$ cat src/rtl/ibuf_read_ctrl.sv
// Read-side controller for the three-bank ping-pong input buffer: shared bank address,
// A/B read enables, 3x3 bank rotation state and the bit-serial wait counter.
module ibuf_read_ctrl #(
    parameter int OFF_TO_ON_ADDRESS_SIZE = 13
) (
    input  logic                              clk,
    input  logic                              rst_n,
    input  logic                              start,
    input  logic                              buf_sel,
    input  logic [1:0]                        Kernel_Size,
    input  logic [3:0]                        Bit_serial,
    input  logic [OFF_TO_ON_ADDRESS_SIZE-1:0] operator_length,
    input  logic [OFF_TO_ON_ADDRESS_SIZE-1:0] row_count,
    input  logic                              pe_stall,
    output logic [OFF_TO_ON_ADDRESS_SIZE-1:0] On_to_PE_addr,
    output logic [1:0]                        state,
    output logic                              ibuf_rd_A,
    output logic                              ibuf_rd_B,
    output logic [3:0]                        Bit_serial_wait_counter,
    output logic                              busy,
    output logic                              done
);
    localparam int AW = OFF_TO_ON_ADDRESS_SIZE;

    typedef enum logic [1:0] {IDLE, READ, ROW_END, DONE} fsm_t;

    fsm_t          fsm_q;
    logic          sel_q;
    logic          rot_en_q;
    logic [3:0]    bs_q;
    logic [AW-1:0] len_q;
    logic [AW-1:0] rows_q;
    logic [AW-1:0] row_idx_q;
    logic [AW-1:0] addr_q;
    logic [3:0]    cnt_q;
    logic [1:0]    rot_q;
    logic          rd_a_q;
    logic          rd_b_q;
    logic          busy_q;
    logic          done_q;

    // Outputs are computed alongside the next FSM state so they line up with it.
    always_ff @(posedge clk) begin
        if (!rst_n) begin
            fsm_q     <= IDLE;
            sel_q     <= 1'b0;
            rot_en_q  <= 1'b0;
            bs_q      <= '0;
            len_q     <= '0;
            rows_q    <= '0;
            row_idx_q <= '0;
            addr_q    <= '0;
            cnt_q     <= '0;
            rot_q     <= '0;
            rd_a_q    <= 1'b0;
            rd_b_q    <= 1'b0;
            busy_q    <= 1'b0;
            done_q    <= 1'b0;
        end else begin
            case (fsm_q)
                IDLE: begin
                    done_q <= 1'b0;
                    if (start) begin
                        sel_q     <= buf_sel;
                        rot_en_q  <= (Kernel_Size == 2'd3);
                        bs_q      <= Bit_serial;
                        len_q     <= operator_length;
                        rows_q    <= row_count;
                        row_idx_q <= '0;
                        addr_q    <= '0;
                        cnt_q     <= '0;
                        rot_q     <= '0;
                        if (operator_length == '0 || row_count == '0) begin
                            fsm_q  <= DONE;
                            done_q <= 1'b1;
                        end else begin
                            fsm_q  <= READ;
                            busy_q <= 1'b1;
                            rd_a_q <= ~buf_sel;
                            rd_b_q <= buf_sel;
                        end
                    end
                end
                READ: begin
                    if (!pe_stall) begin
                        if (cnt_q == bs_q) begin
                            cnt_q <= '0;
                            if (addr_q == len_q - AW'(1)) begin
                                fsm_q  <= ROW_END;
                                addr_q <= '0;
                                rd_a_q <= 1'b0;
                                rd_b_q <= 1'b0;
                            end else begin
                                addr_q <= addr_q + AW'(1);
                            end
                        end else begin
                            cnt_q <= cnt_q + 4'd1;
                        end
                    end
                end
                ROW_END: begin
                    if (!pe_stall) begin
                        row_idx_q <= row_idx_q + AW'(1);
                        if (row_idx_q + AW'(1) == rows_q) begin
                            fsm_q  <= DONE;
                            busy_q <= 1'b0;
                            done_q <= 1'b1;
                            rot_q  <= '0;
                        end else begin
                            fsm_q  <= READ;
                            rd_a_q <= ~sel_q;
                            rd_b_q <= sel_q;
                            if (rot_en_q)
                                rot_q <= (rot_q == 2'd2) ? 2'd0 : rot_q + 2'd1;
                        end
                    end
                end
                default: begin
                    // DONE: single-cycle pulse, any start here is dropped
                    fsm_q  <= IDLE;
                    done_q <= 1'b0;
                    busy_q <= 1'b0;
                    rot_q  <= '0;
                end
            endcase
        end
    end

    assign On_to_PE_addr           = addr_q;
    assign state                   = rot_q;
    assign ibuf_rd_A               = rd_a_q;
    assign ibuf_rd_B               = rd_b_q;
    assign Bit_serial_wait_counter = cnt_q;
    assign busy                    = busy_q;
    assign done                    = done_q;

endmodule

$ cat config.mk
export PLATFORM = sky130hd
export DESIGN_NAME = ibuf_read_ctrl
export DESIGN_NICKNAME = d
export VERILOG_FILES = /design/src/rtl/ibuf_read_ctrl.sv
export SDC_FILE = /design/constraint.sdc
export NUM_CORES = 1
export LEC_CHECK = 0
export CORE_AREA = 2 2 100 102
export CTS_BUF_LIST = sky130_fd_sc_hd__clkbuf_4 sky130_fd_sc_hd__clkbuf_8
export DETAILED_ROUTE_END_ITERATION = 7
export DIE_AREA = 0 0 102 104
export PLACE_DENSITY_LB_ADDON = 0.08
export REMOVE_ABC_BUFFERS = 1
export SLEW_MARGIN = 30
export SYNTH_ARGS = -nofsm -noshare
export SYNTH_HDL_FRONTEND = slang
export SYNTH_SLANG_ARGS = --single-unit
$ cat constraint.sdc
create_clock -name clk -period 8.59 [get_ports clk]
set_clock_uncertainty 0.05 [all_clocks]
set_input_delay 2.577 -clock clk [delete_from_list [all_inputs] [get_ports clk]]
set_output_delay 2.577 -clock clk [all_outputs]
set_load 0.03 [all_outputs]
## Yosys cells after proc, flatten, opt, wreduce, memory -nomap -nowiden

Cells that the tools add are included.

- Bits in registers: 70
- Output and inout port bits: 23
- Word-level logic and storage cells: 102

- Add/sub/neg operators: 5
- Eq/ne operators: 16
- Muxes and demuxes: 48
- Bitwise logic cells: 3
- Reductions and logical operators: 16

Operator list:

| operator | number |
|---|---|
| $mux 13 | 5 |
| $pmux 13 s2 | 2 |
| $add 13x1->13 const B | 2 |
| $eq 13x13->1 | 2 |
| $logic_not 13->1 | 2 |
| $mux 2 | 12 |
| $mux 1 | 19 |
| $ne 2x2->1 const B | 8 |
| $sub 13x1->13 const B | 1 |
| $mux 4 | 3 |
| $pmux 1 s3 | 4 |
| $pmux 2 s3 | 2 |
| $reduce_and 5->1 | 2 |
| $reduce_and 3->1 | 3 |
| $pmux 4 s2 | 1 |
| $reduce_and 4->1 | 2 |
| $reduce_and 8->1 | 1 |
| $eq 2x2->1 const B | 3 |
| $add 4x1->4 const B | 1 |
| $eq 4x4->1 | 1 |
| $reduce_bool 2->1 | 2 |
| $ne 3x3->1 const B | 1 |
| $not 1->1 | 3 |
| $reduce_bool 3->1 | 1 |
| other kinds (5) | 5 |

## Depth between registers and ports, before layout

Gate-level depths: netlist of run 1.

- Depth after elaboration: 6
- Gate-level depth with buffers: 10
- Mapped depth without buffers: 9

## Least setup slack after synthesis of run 1

No wires, ideal clock.

- Path kind: in2reg
- Start: in start
- End: reg addr_q[12] (netlist: On_to_PE_addr[12])
- Setup time: 0.128 ns
- Arrival: 4.014 ns
- Slack: 4.398 ns
- Stages on the path: 7
- Buffers on the path: 0
- Cell sequence: nor2b_1 > a211oi_2 > and4_1 > nor4b_1 > nand3_1 > xor2_1 > nor2_1

- Cells in the longest elaborated chain, start to end: 2

RTL lines:

| what | RTL line | text |
|---|---|---|
| from (decl) | 8 | `input logic start,` |
| $ne 2x2->1 (no line) | - |  |
| $reduce_and 4->1 (no line) | - |  |
| to (signal assigned) | 94 | `addr_q <= addr_q + AW'(1);` |
| to (decl) | 34 | `logic [AW-1:0] addr_q;` |

Every way passes these cells.
A chain may end at the register's enable or synchronous reset.

## Worst setup path in the final report of run 1

Ends and elaborated chain as after synthesis.

==> qor.json, run 1 <==
{
  "count_of_clock_tree_sinks": {"value": 70},
  "groute.layer.met1.usage": {"value": 0.273},
  "cp-start-kind": {"value": "input pin"},
  "grt.met2_usage": {"value": 0.341},
  "final_nets": {"value": 622},
  "cts_tree": {"value": "done"},
  "timing.critical_path.arrival": {"value": 4920, "unit": "ps"},
  "setup_violations": {"value": 0},
  "cts_repair_resize_count": {"value": 0},
  "routed_via_density": {"value": 5.34},
  "final_critical_path_setup_slack": {"value": 3850, "unit": "ps"},
  "cpMaxStageDelayCell": {"value": "clkdlybuf4s50_1"},
  "clockPowerShare": {"value": 0.265},
  "n_fill_cell": {"value": 950},
  "critPathRequiredTime": {"value": 8770, "unit": "ps"},
  "yosys-top-cells-area": {"value": "dfxtp_1 (33%), nand2_1 (8.4%), a21boi_0 (6.8%)"},
  "p_sw_frac": {"value": 0.378},
  "cts_setup_buffers": {"value": 0},
  "insertedDiodeCount": {"value": 0},
  "synth.ff_latch_count": {"value": 70},
  "crit_chain": {"value": "clkdlybuf4s50_1 > nor2b_1 > a211oi_2 > and4_1 > nor4b_1 > nand3_1 > xor2_1 > nor2_1"},
  "detail-route-antenna-nets": {"value": 0},
  "initialDrtViolationCount": {"value": 141},
  "chipHeight": {"value": 104, "unit": "um"},
  "post_synth_edffs": {"value": 0},
  "number_of_max_capacitance_violations_reported": {"value": 0},
  "worst_ir_drop_vdd": {"value": 0.000111, "unit": "V"},
  "placed_cells_incl_taps": {"value": 698},
  "fmax": {"value": 211, "unit": "MHz"},
  "area_delta_synth_final": {"value": 20.9, "unit": "%"},
  "power.internal": {"value": 0.000745, "unit": "W"},
  "outcome": {"value": "completed"},
  "period_needed": {"value": 4740, "unit": "ps"},
  "io_pins": {"value": 60},
  "synth.largest_area_cell": {"value": "dfxtp_1"},
  "clkLatencyLatePin": {"value": 340, "unit": "ps"},
  "placement.io_buffers": {"value": 59},
  "ys_warn_count": {"value": 0},
  "via_count_of_the_first_global_routing_pass": {"value": 3536},
  "layout_worst_path_cycle_share": {"value": 0.552},
  "grt_antenna_before_repair": {"value": 0},
  "layout_common_cells": {"value": "nand2_1 (94), dfxtp_1 (70), clkdlybuf4s50_1 (58)"},
  "cts_hold_repair.buffers": {"value": 0},
  "cpPeakStageDelay": {"value": 550, "unit": "ps"},
  "grt-ovfl-total": {"value": 0},
  "grt_use_met3": {"value": 0.0282},
  "multiInputGateArea": {"value": 0.00265, "unit": "mm^2"},
  "total_global_routing_track_utilization": {"value": 0.205},
  "power_per_cell_area": {"value": 235, "unit": "mW/mm^2"},
  "synth_async_sr_flop_share": {"value": 0},
  "ys_types": {"value": 63},
  "pin_count_of_the_biggest_net_entering_global_routing": {"value": 63},
  "layout.area.seq": {"value": 0.00140, "unit": "mm^2"},
  "power.share.sequential": {"value": 0.344},
  "via_count": {"value": 3812},
  "grt_first_pass_wirelength": {"value": 17500, "unit": "um"},
  "maxSlewHeadroom": {"value": 0.550},
  "netlist.area_leader.share": {"value": 0.332},
  "synth_area": {"value": 0.00423, "unit": "mm^2"},
  "worst_hold_path_type": {"value": "flip-flop to flip-flop"},
  "clock_path_buffers": {"value": 2},
  "cts_buffers": {"value": 9},
  "cts_root_buffer": {"value": "clkbuf_8"},
  "instances_no_fill": {"value": 714},
  "global_route.peak_usage_layer": {"value": "met2"},
  "pre_cts_slack": {"value": 3490, "unit": "ps"},
  "syn_inst": {"value": 537},
  "critPathBufInv": {"value": 1},
  "cp_top_family": {"value": "simple AND/OR/NAND/NOR gates"},
  "placement_rows": {"value": 36},
  "remaining_drc_errors": {"value": 0},
  "totalNegativeSetupSlack": {"value": 0, "unit": "ps"},
  "register_area_share_after_synthesis": {"value": 0.332},
  "cp_max_fo": {"value": 7},
  "floorplan.die_area": {"value": 0.0106, "unit": "mm^2"},
  "wire_per_inst": {"value": 14.7, "unit": "um"},
  "total_leakage_power": {"value": 1.83, "unit": "nW"},
  "setup_repair_after_global_routing_missed_its_margin": {"value": "no"},
  "end_kind": {"value": "flip-flop"},
  "final_hold_viol_count": {"value": 0},
  "power_switching": {"value": 0.000453, "unit": "W"},
  "final_common_cell": {"value": "nand2_1"},
  "worst-slew-pin-transition": {"value": 673, "unit": "ps"},
  "finalMaxSlewViolations": {"value": 0},
  "initial_core_util": {"value": 0.442},
  "core_area": {"value": 0.00955, "unit": "mm^2"},
  "timing.setup.critical_path_class": {"value": "input pin to flip-flop"},
  "clkTransAtPathRegs": {"value": 80, "unit": "ps"},
  "hpwl": {"value": 7490, "unit": "um"},
  "cts-htree-levels": {"value": 3},
  "drt_pre_antenna_iters": {"value": 4},
  "dominantRegCellSynth": {"value": "dfxtp_1"},
  "totalWireLength": {"value": 10500, "unit": "um"},
  "postSynthAreaPerCell": {"value": 7.87, "unit": "um^2"},
  "drive_above_1_share": {"value": 0.0585},
  "finalWeightedCongestion": {"value": 0.843},
  "share_comb_of_total_power": {"value": 0.390},
  "die-width": {"value": 102, "unit": "um"}
}
[power groups by stage]
stage	Clock [W]	Combinational [W]	Sequential, W
floorplan	0	0.000306	0.000429
global placement	0	0.000458	0.000419
detailed placement	0	0.000466	0.000421
CTS	0.000322	0.000468	0.000413
global route	0.000338	0.000523	0.000419
finish	0.000318	0.000467	0.000413
[cells by family after synthesis]
| logic type | Yosys count | share of synthesized area |
|---|---|---|
| and+or+nand+nor | 244 | 0.289 |
| AOI/OAI and AO/OA | 113 | 0.192 |
| DFF | 70 | 0.332 |
| xor gates and xnor gates | 48 | 0.0995 |
| buffers and inverters | 46 | 0.0438 |
| adders and majority gates | 9 | 0.0267 |
| muxes | 7 | 0.0172 |
[layer usage]
| metal | part of all wire | vias up |
|---|---|---|
| met5 | 0 | - |
| met3 | 0.030 | 15 |
| li1 | - | 1972 |
| met4 | 0.014 | 0 |
| met1 | 0.47 | 1763 |
| met2 | 0.48 | 62 |
[metrics by stage]
step	instance area, um^2	hold slack, ps	utilization	total power (W)
6_report	5110	415	0.535	0.00120
5_1_grt	5110	453	0.535	0.00128
4_1_cts	5100	419	0.534	0.00120
3_5_place_dp	4860	408	0.509	0.000887
3_3_place_gp	4860	398	0.509	0.000877
2_1_floorplan	4090	401	-	0.000735
[layout make-up]
class                   count  share of cell area
clock inverters             3              0.0127
inverters                  12             0.00882
multi-input cells         421               0.518
flip-flops and latches     70               0.274
clock buffers              13              0.0338
well taps                 133              0.0326
repair buffers             62               0.120
[sequential cells by signal (all words and copies together) (netlist names)]
register / count
sel_q: 1
state: 2
busy: 1
done: 1
fsm_q: 2
len_q: 13
On_to_PE_addr: 13
ibuf_rd_B: 1
rot_en_q: 1
row_idx_q: 13
rows_q: 13
bs_q: 4
ibuf_rd_A: 1
Bit_serial_wait_counter: 4
[worst min-delay path, cell delays in order (launching register included)]
cell	delay [ps]
dfxtp_1	310
nand2_1	50
mux2i_1	50
[cell usage after synthesis, types with 3 or more instances]
cell / count
inv_1: 12
or4_1: 3
nor4b_1: 3
nand2b_1: 6
nor3b_1: 3
and2_1: 4
ha_1: 9
a21boi_0: 38
and3_1: 4
and4_1: 3
nor2_1: 38
nand3_1: 12
nor2b_1: 13
or3_1: 6
nand2_1: 94
o21ai_0: 20
buf_2: 4
a22oi_1: 3
mux2i_1: 5
xor2_1: 23
or2_2: 3
xnor2_1: 25
dfxtp_1: 70
clkbuf_1: 29
nor3_1: 15
a21oi_1: 13
a31oi_1: 3
nor4_1: 13
nand4_1: 14
[worst paths after layout]
path                           from                              to  slack [ps]  depth (start not counted)
max                           start  On_to_PE_addr[12]$_SDFFE_PN0P_        3850                          8
min          ibuf_rd_A$_SDFFE_PN0P_          ibuf_rd_A$_SDFFE_PN0P_         420                          2
max reg2reg   len_q[0]$_SDFFE_PN0P_           fsm_q[1]$_SDFFE_PN0P_        5330                          9
min reg2reg  ibuf_rd_A$_SDFFE_PN0P_          ibuf_rd_A$_SDFFE_PN0P_         420                          2
Power figures use the tool's default switching activity.
==> inputs of run 2 (changes only) <==
==> constraint.sdc (replaced) <==
create_clock -name clk -period 4 [get_ports clk]
set_clock_uncertainty 0.05 [all_clocks]
set_input_delay 1.2 -clock clk [delete_from_list [all_inputs] [get_ports clk]]
set_output_delay 1.2 -clock clk [all_outputs]
set_load 0.03 [all_outputs]
==> run 2 against run 1 <==
Against the previous run:
- total power rose by 100%
- wire length decreased by 1.4%
- combinational power grew 110%
- largest cell class unchanged
- via count is 1.5% higher
- global-route usage shrank 0.70 points
- sequential share of layout area is 0.37 points higher
==> qor.json, run 2 (synthesis gave the netlist of run 1 again) <==
{
  "layout_common_cells": {"value": "nand2_1 (94), dfxtp_1 (70), clkdlybuf4s50_1 (58)"},
  "number_of_max_capacitance_violations_reported": {"value": 0},
  "layout.area.seq": {"value": 0.00140, "unit": "mm^2"},
  "via_count": {"value": 3869},
  "finalMaxSlewViolations": {"value": 0},
  "via_count_of_the_first_global_routing_pass": {"value": 3480},
  "clkLatencyLatePin": {"value": 350, "unit": "ps"},
  "maxSlewHeadroom": {"value": 0.424},
  "crit_chain": {"value": "inv_1 > ha_1 > nor3b_2 > a21oi_1 > or4_1 > a211oi_2 > nand4_1 > o31ai_2 > mux2_1"},
  "timing.rr.end": {"value": "fsm_q[1]$_SDFFE_PN0P_"},
  "power_per_cell_area": {"value": 475, "unit": "mW/mm^2"},
  "critPathBufInv": {"value": 1},
  "initial_core_util": {"value": 0.442},
  "placement_rows": {"value": 36},
  "pin_count_of_the_biggest_net_entering_global_routing": {"value": 39},
  "setup_repair_after_global_routing_missed_its_margin": {"value": "no"},
  "grt_first_pass_wirelength": {"value": 16800, "unit": "um"},
  "detail-route-antenna-nets": {"value": 0},
  "totalWireLength": {"value": 10300, "unit": "um"},
  "grt-ovfl-total": {"value": 0},
  "count_of_clock_tree_sinks": {"value": 70},
  "wire_per_inst": {"value": 14.4, "unit": "um"},
  "worst_hold_path_type": {"value": "flip-flop to flip-flop"},
  "cpPeakStageDelay": {"value": 570, "unit": "ps"},
  "drive_above_1_share": {"value": 0.0600},
  "cts_tree": {"value": "done"},
  "chipHeight": {"value": 104, "unit": "um"},
  "final_hold_viol_count": {"value": 0},
  "n_fill_cell": {"value": 938},
  "min-delay-start": {"value": "ibuf_rd_A$_SDFFE_PN0P_"},
  "cp_top_family": {"value": "simple AND/OR/NAND/NOR gates"},
  "r2r_start": {"value": "len_q[0]$_SDFFE_PN0P_"},
  "cts-htree-levels": {"value": 3},
  "cp_max_fo": {"value": 10},
  "clkTransAtPathRegs": {"value": 80, "unit": "ps"},
  "grt_antenna_before_repair": {"value": 0},
  "cts_repair_resize_count": {"value": 0},
  "postLayoutCoreUtil": {"value": 0.528},
  "worst_hold_path.num_cells": {"value": 2},
  "io_pins": {"value": 60},
  "die-width": {"value": 102, "unit": "um"},
  "remaining_drc_errors": {"value": 0},
  "cts_buffers": {"value": 9},
  "total_leakage_power": {"value": 1.80, "unit": "nW"},
  "routed_via_density": {"value": 5.40},
  "timing.setup.critical_path_class": {"value": "flip-flop to flip-flop"},
  "r2r_setup_slack": {"value": 860, "unit": "ps"},
  "timing.critical_path.arrival": {"value": 3340, "unit": "ps"},
  "core_area": {"value": 0.00955, "unit": "mm^2"},
  "floorplan.die_area": {"value": 0.0106, "unit": "mm^2"},
  "end_kind": {"value": "flip-flop"},
  "setup_violations": {"value": 0},
  "finalWeightedCongestion": {"value": 0.816},
  "worst-r2r-cell-count": {"value": 9},
  "final_nets": {"value": 624},
  "worst_ir_drop_vdd": {"value": 0.000174, "unit": "V"},
  "placement.io_buffers": {"value": 59},
  "critPathRequiredTime": {"value": 4200, "unit": "ps"},
  "period_needed": {"value": 3140, "unit": "ps"},
  "cts_hold_repair.buffers": {"value": 0},
  "final_common_cell": {"value": "nand2_1"},
  "hpwl": {"value": 7610, "unit": "um"},
  "insertedDiodeCount": {"value": 0},
  "multiInputGateArea": {"value": 0.00264, "unit": "mm^2"},
  "worst-slew-pin-transition": {"value": 852, "unit": "ps"},
  "totalNegativeSetupSlack": {"value": 0, "unit": "ps"},
  "whs_endpoint": {"value": "ibuf_rd_A$_SDFFE_PN0P_"},
  "cp-start-kind": {"value": "flip-flop"},
  "outcome": {"value": "completed"},
  "fmax": {"value": 318, "unit": "MHz"},
  "fin_total_pwr": {"value": 0.00239, "unit": "W"},
  "initialDrtViolationCount": {"value": 116},
  "clock_path_buffers": {"value": 2},
  "total_global_routing_track_utilization": {"value": 0.198},
  "drt_pre_antenna_iters": {"value": 4},
  "cpMaxStageDelayCell": {"value": "or4_1"},
  "layout_worst_path_cycle_share": {"value": 0.785},
  "area_delta_synth_final": {"value": 19.3, "unit": "%"},
  "cts_setup_buffers": {"value": 0},
  "cts_root_buffer": {"value": "clkbuf_8"}
}
==> run 2: power by group <==
group          leakage [nW]  total, W  switching (W)  internal, W
combinational          1.14   0.00100       0.000590     0.000412
clock                0.0885  0.000506       0.000286     0.000220
sequential            0.570  0.000884      0.0000990     0.000785
total                  1.80   0.00239       0.000975      0.00142
==> run 2: worst max path at each step <==
stage | cells past startpoint | end | slack, ps | startpoint
6_report | 9 | fsm_q[1]$_SDFFE_PN0P_ | 860 | len_q[0]$_SDFFE_PN0P_
3_5_place_dp | 8 | On_to_PE_addr[12]$_SDFFE_PN0P_ | 550 | start
2_1_floorplan | 7 | On_to_PE_addr[12]$_SDFFE_PN0P_ | 1180 | start
3_3_place_gp | 8 | On_to_PE_addr[12]$_SDFFE_PN0P_ | 570 | start
4_1_cts | 9 | On_to_PE_addr[2]$_SDFFE_PN0P_ | 890 | len_q[0]$_SDFFE_PN0P_
5_1_grt | 9 | On_to_PE_addr[11]$_SDFFE_PN0P_ | 650 | len_q[0]$_SDFFE_PN0P_
==> run 2: layout make-up <==
| type | instances | share of cell area |
|---|---|---|
| clock buffers | 9 | 0.0246 |
| inverters | 12 | 0.00894 |
| well taps | 133 | 0.0330 |
| clock inverters | 7 | 0.00819 |
| flip-flops and latches | 70 | 0.278 |
| repair buffers | 64 | 0.124 |
| multi-input cells | 421 | 0.524 |
==> run 2: worst min-delay path, cell delays in order (launching register included) <==
cell and delay [ps]:
dfxtp_1 320, nand2_1 50, mux2i_1 60
==> run 2: stage by stage <==
step	hold slack [ps]	cell area [um^2]	std cells	worst slack, ps
finish	420	5040	716	860
detailed placement	414	4870	700	552
global placement	402	4870	700	574
floorplan	401	4090	503	1180
global route	441	5040	716	652
CTS	425	5040	716	893
==> run 2: layer usage <==
layer  global-route usage  vias to the layer above  part of all wire
li1                     -                     1972                 -
met1                0.269                     1799              0.46
met2                0.317                       85              0.48
met3               0.0383                       13             0.041
met4               0.0571                        0             0.018
met5                    0                        -                 0
==> inputs of run 3 (changes only) <==
==> constraint.sdc (replaced) <==
create_clock -name clk -period 2.55 [get_ports clk]
set_clock_uncertainty 0.05 [all_clocks]
set_input_delay 0.765 -clock clk [delete_from_list [all_inputs] [get_ports clk]]
set_output_delay 0.765 -clock clk [all_outputs]
set_load 0.03 [all_outputs]
==> run 3 against run 2 <==
Against the previous run:
- the run now ends with negative setup slack left
- combinational power up 120%
- first-iteration DRC count shrank 28%
- total power grew 81%
- setup slack got worse by 1000 ps
- wire length up 10%
==> qor.json, run 3 (synthesis gave the netlist of run 1 again) <==
{
  "clock_path_buffers": {"value": 2},
  "clkLatencyLatePin": {"value": 360, "unit": "ps"},
  "clockPowerShare": {"value": 0.186},
  "worst_hold_path_type": {"value": "flip-flop to flip-flop"},
  "finalWeightedCongestion": {"value": 0.867},
  "startpoint": {"value": "len_q[0]$_SDFFE_PN0P_"},
  "cp-start-kind": {"value": "flip-flop"},
  "die-width": {"value": 102, "unit": "um"},
  "outcome": {"value": "complete, but fails checks"},
  "critPathRequiredTime": {"value": 2740, "unit": "ps"},
  "failed_checks": {"value": "negative setup slack"},
  "drt_pre_antenna_iters": {"value": 4},
  "placement.io_buffers": {"value": 59},
  "instances_no_fill": {"value": 776},
  "pin_count_of_the_biggest_net_entering_global_routing": {"value": 46},
  "end_kind": {"value": "flip-flop"},
  "finalMaxSlewViolations": {"value": 0},
  "worst-r2r-cell-count": {"value": 8},
  "power.share.sequential": {"value": 0.313},
  "p_sw_frac": {"value": 0.393},
  "io_pins": {"value": 60},
  "power.internal": {"value": 0.00262, "unit": "W"},
  "initialDrtViolationCount": {"value": 83},
  "via_count_of_the_first_global_routing_pass": {"value": 3924},
  "via_count": {"value": 4129},
  "worst-slew-pin-transition": {"value": 755, "unit": "ps"},
  "timing.hold.ws": {"value": 411, "unit": "ps"},
  "cts_tree": {"value": "done"},
  "floorplan.die_area": {"value": 0.0106, "unit": "mm^2"},
  "hpwl": {"value": 8310, "unit": "um"},
  "share_comb_of_total_power": {"value": 0.501},
  "routed_via_density": {"value": 5.32},
  "r2r_start": {"value": "len_q[0]$_SDFFE_PN0P_"},
  "period_needed": {"value": 2720, "unit": "ps"},
  "grt_antenna_before_repair": {"value": 0},
  "placed_cells_incl_taps": {"value": 758},
  "total_leakage_power": {"value": 2.15, "unit": "nW"},
  "placement_rows": {"value": 36},
  "totalWireLength": {"value": 11400, "unit": "um"},
  "number_of_max_capacitance_violations_reported": {"value": 0},
  "layout_worst_path_cycle_share": {"value": 1.07},
  "grt-ovfl-total": {"value": 0},
  "cts_root_buffer": {"value": "clkbuf_8"},
  "area_delta_synth_final": {"value": 35.1, "unit": "%"},
  "final_critical_path_setup_slack": {"value": -172, "unit": "ps"},
  "final_nets": {"value": 686},
  "cts-htree-levels": {"value": 3},
  "maxSlewHeadroom": {"value": 0.497},
  "drive_above_1_share": {"value": 0.191},
  "detail-route-antenna-nets": {"value": 0},
  "setup_violations": {"value": 13},
  "cp_max_fo": {"value": 4},
  "power_per_cell_area": {"value": 757, "unit": "mW/mm^2"},
  "wire_per_inst": {"value": 14.7, "unit": "um"},
  "initial_core_util": {"value": 0.442},
  "cts_hold_repair.buffers": {"value": 0},
  "fmax": {"value": 367, "unit": "MHz"},
  "grt_first_pass_wirelength": {"value": 19000, "unit": "um"},
  "min-delay-start": {"value": "ibuf_rd_A$_SDFFE_PN0P_"},
  "timing.critical_path.arrival": {"value": 2910, "unit": "ps"},
  "total_global_routing_track_utilization": {"value": 0.222},
  "cts_buffers": {"value": 9},
  "layout_common_cells": {"value": "nand2_1 (94), dfxtp_1 (68), buf_4 (63)"},
  "count_of_clock_tree_sinks": {"value": 70},
  "timing.setup.critical_path_class": {"value": "flip-flop to flip-flop"},
  "insertedDiodeCount": {"value": 0},
  "final_common_cell": {"value": "nand2_1"},
  "totalNegativeSetupSlack": {"value": -692, "unit": "ps"},
  "power_switching": {"value": 0.00170, "unit": "W"},
  "final_hold_viol_count": {"value": 0},
  "setup_repair_after_global_routing_missed_its_margin": {"value": "yes"},
  "remaining_drc_errors": {"value": 0},
  "worst_ir_drop_vdd": {"value": 0.000281, "unit": "V"},
  "clkTransAtPathRegs": {"value": 70, "unit": "ps"},
  "chipHeight": {"value": 104, "unit": "um"},
  "worst_hold_path.num_cells": {"value": 2},
  "core_area": {"value": 0.00955, "unit": "mm^2"}
}
## run 3: cell count changes in the layout (fill, tap and decap cells not counted), moves of 3 or more
cell	change
buf_4	+58
buf_6	+3
clkinv_2	-3
nor2_1	-9
nor2_2	+9
nor4_4	+3
## run 3: path summary, 6_finish.rpt
| check | endpoint | slack (ps) |
|---|---|---|
| worst min register to register | ibuf_rd_A$_SDFFE_PN0P_ | 410 |
| worst max register to register | fsm_q[1]$_SDFFE_PN0P_ | -170 |
| worst max-delay path | fsm_q[1]$_SDFFE_PN0P_ | -170 |
| worst min-delay path | ibuf_rd_A$_SDFFE_PN0P_ | 410 |
## run 3: power groups by stage
stage,registers (W),clock network (W),logic (W)
after floorplan,0.00145,0,0.00103
after global placement,0.00137,0,0.00186
after detailed placement,0.00137,0,0.00189
after CTS,0.00135,0.000821,0.00204
after global routing,0.00137,0.000867,0.00238
final,0.00135,0.000805,0.00217
## run 3: per-layer routing
layer	up-vias	part of all wire	track usage
li1	2097	-	-
met1	1928	0.45	0.283
met2	89	0.50	0.379
met3	15	0.037	0.0397
met4	0	0.014	0.0629
met5	-	0	0
## run 3: area by class of cell
type	instances	area, um^2
Inverter	12	45.0
Clock inverter	2	10.0
Fill cell	876	3840
Clock buffer	12	153
Multi-Input combinational cell	421	2820
Sequential cell	70	1400
Timing Repair Buffer	126	1110
Tap cell	133	166
## run 3: worst max-delay path, cell delays in order (launching register included)
cell and delay [ps]:
dfxtp_2 340, or4_4 550, buf_6 150, nor4_4 180, xnor2_2 130, nor4_4 360
nand4_1 160, o31ai_2 350, mux2_1 350
## run 3: stage by stage
stage | cell area (um^2) | setup WS, ps | total power (W) | util
after floorplan | 4090 | -219 | 0.00248 | -
after global placement | 5320 | -158 | 0.00323 | 0.557
after detailed placement | 5320 | -245 | 0.00326 | 0.557
after CTS | 5610 | -102 | 0.00421 | 0.588
after global routing | 5710 | -292 | 0.00462 | 0.598
final | 5710 | -172 | 0.00432 | 0.598
## run 3: timing repair
| item | in CTS | in global routing |
|---|---|---|
| endpoints found under the setup margin | 19 | 21 |
| gates resized for setup | 20 | 23 |
| setup buffers | 2 | 4 |
| pin swaps | 5 | 16 |
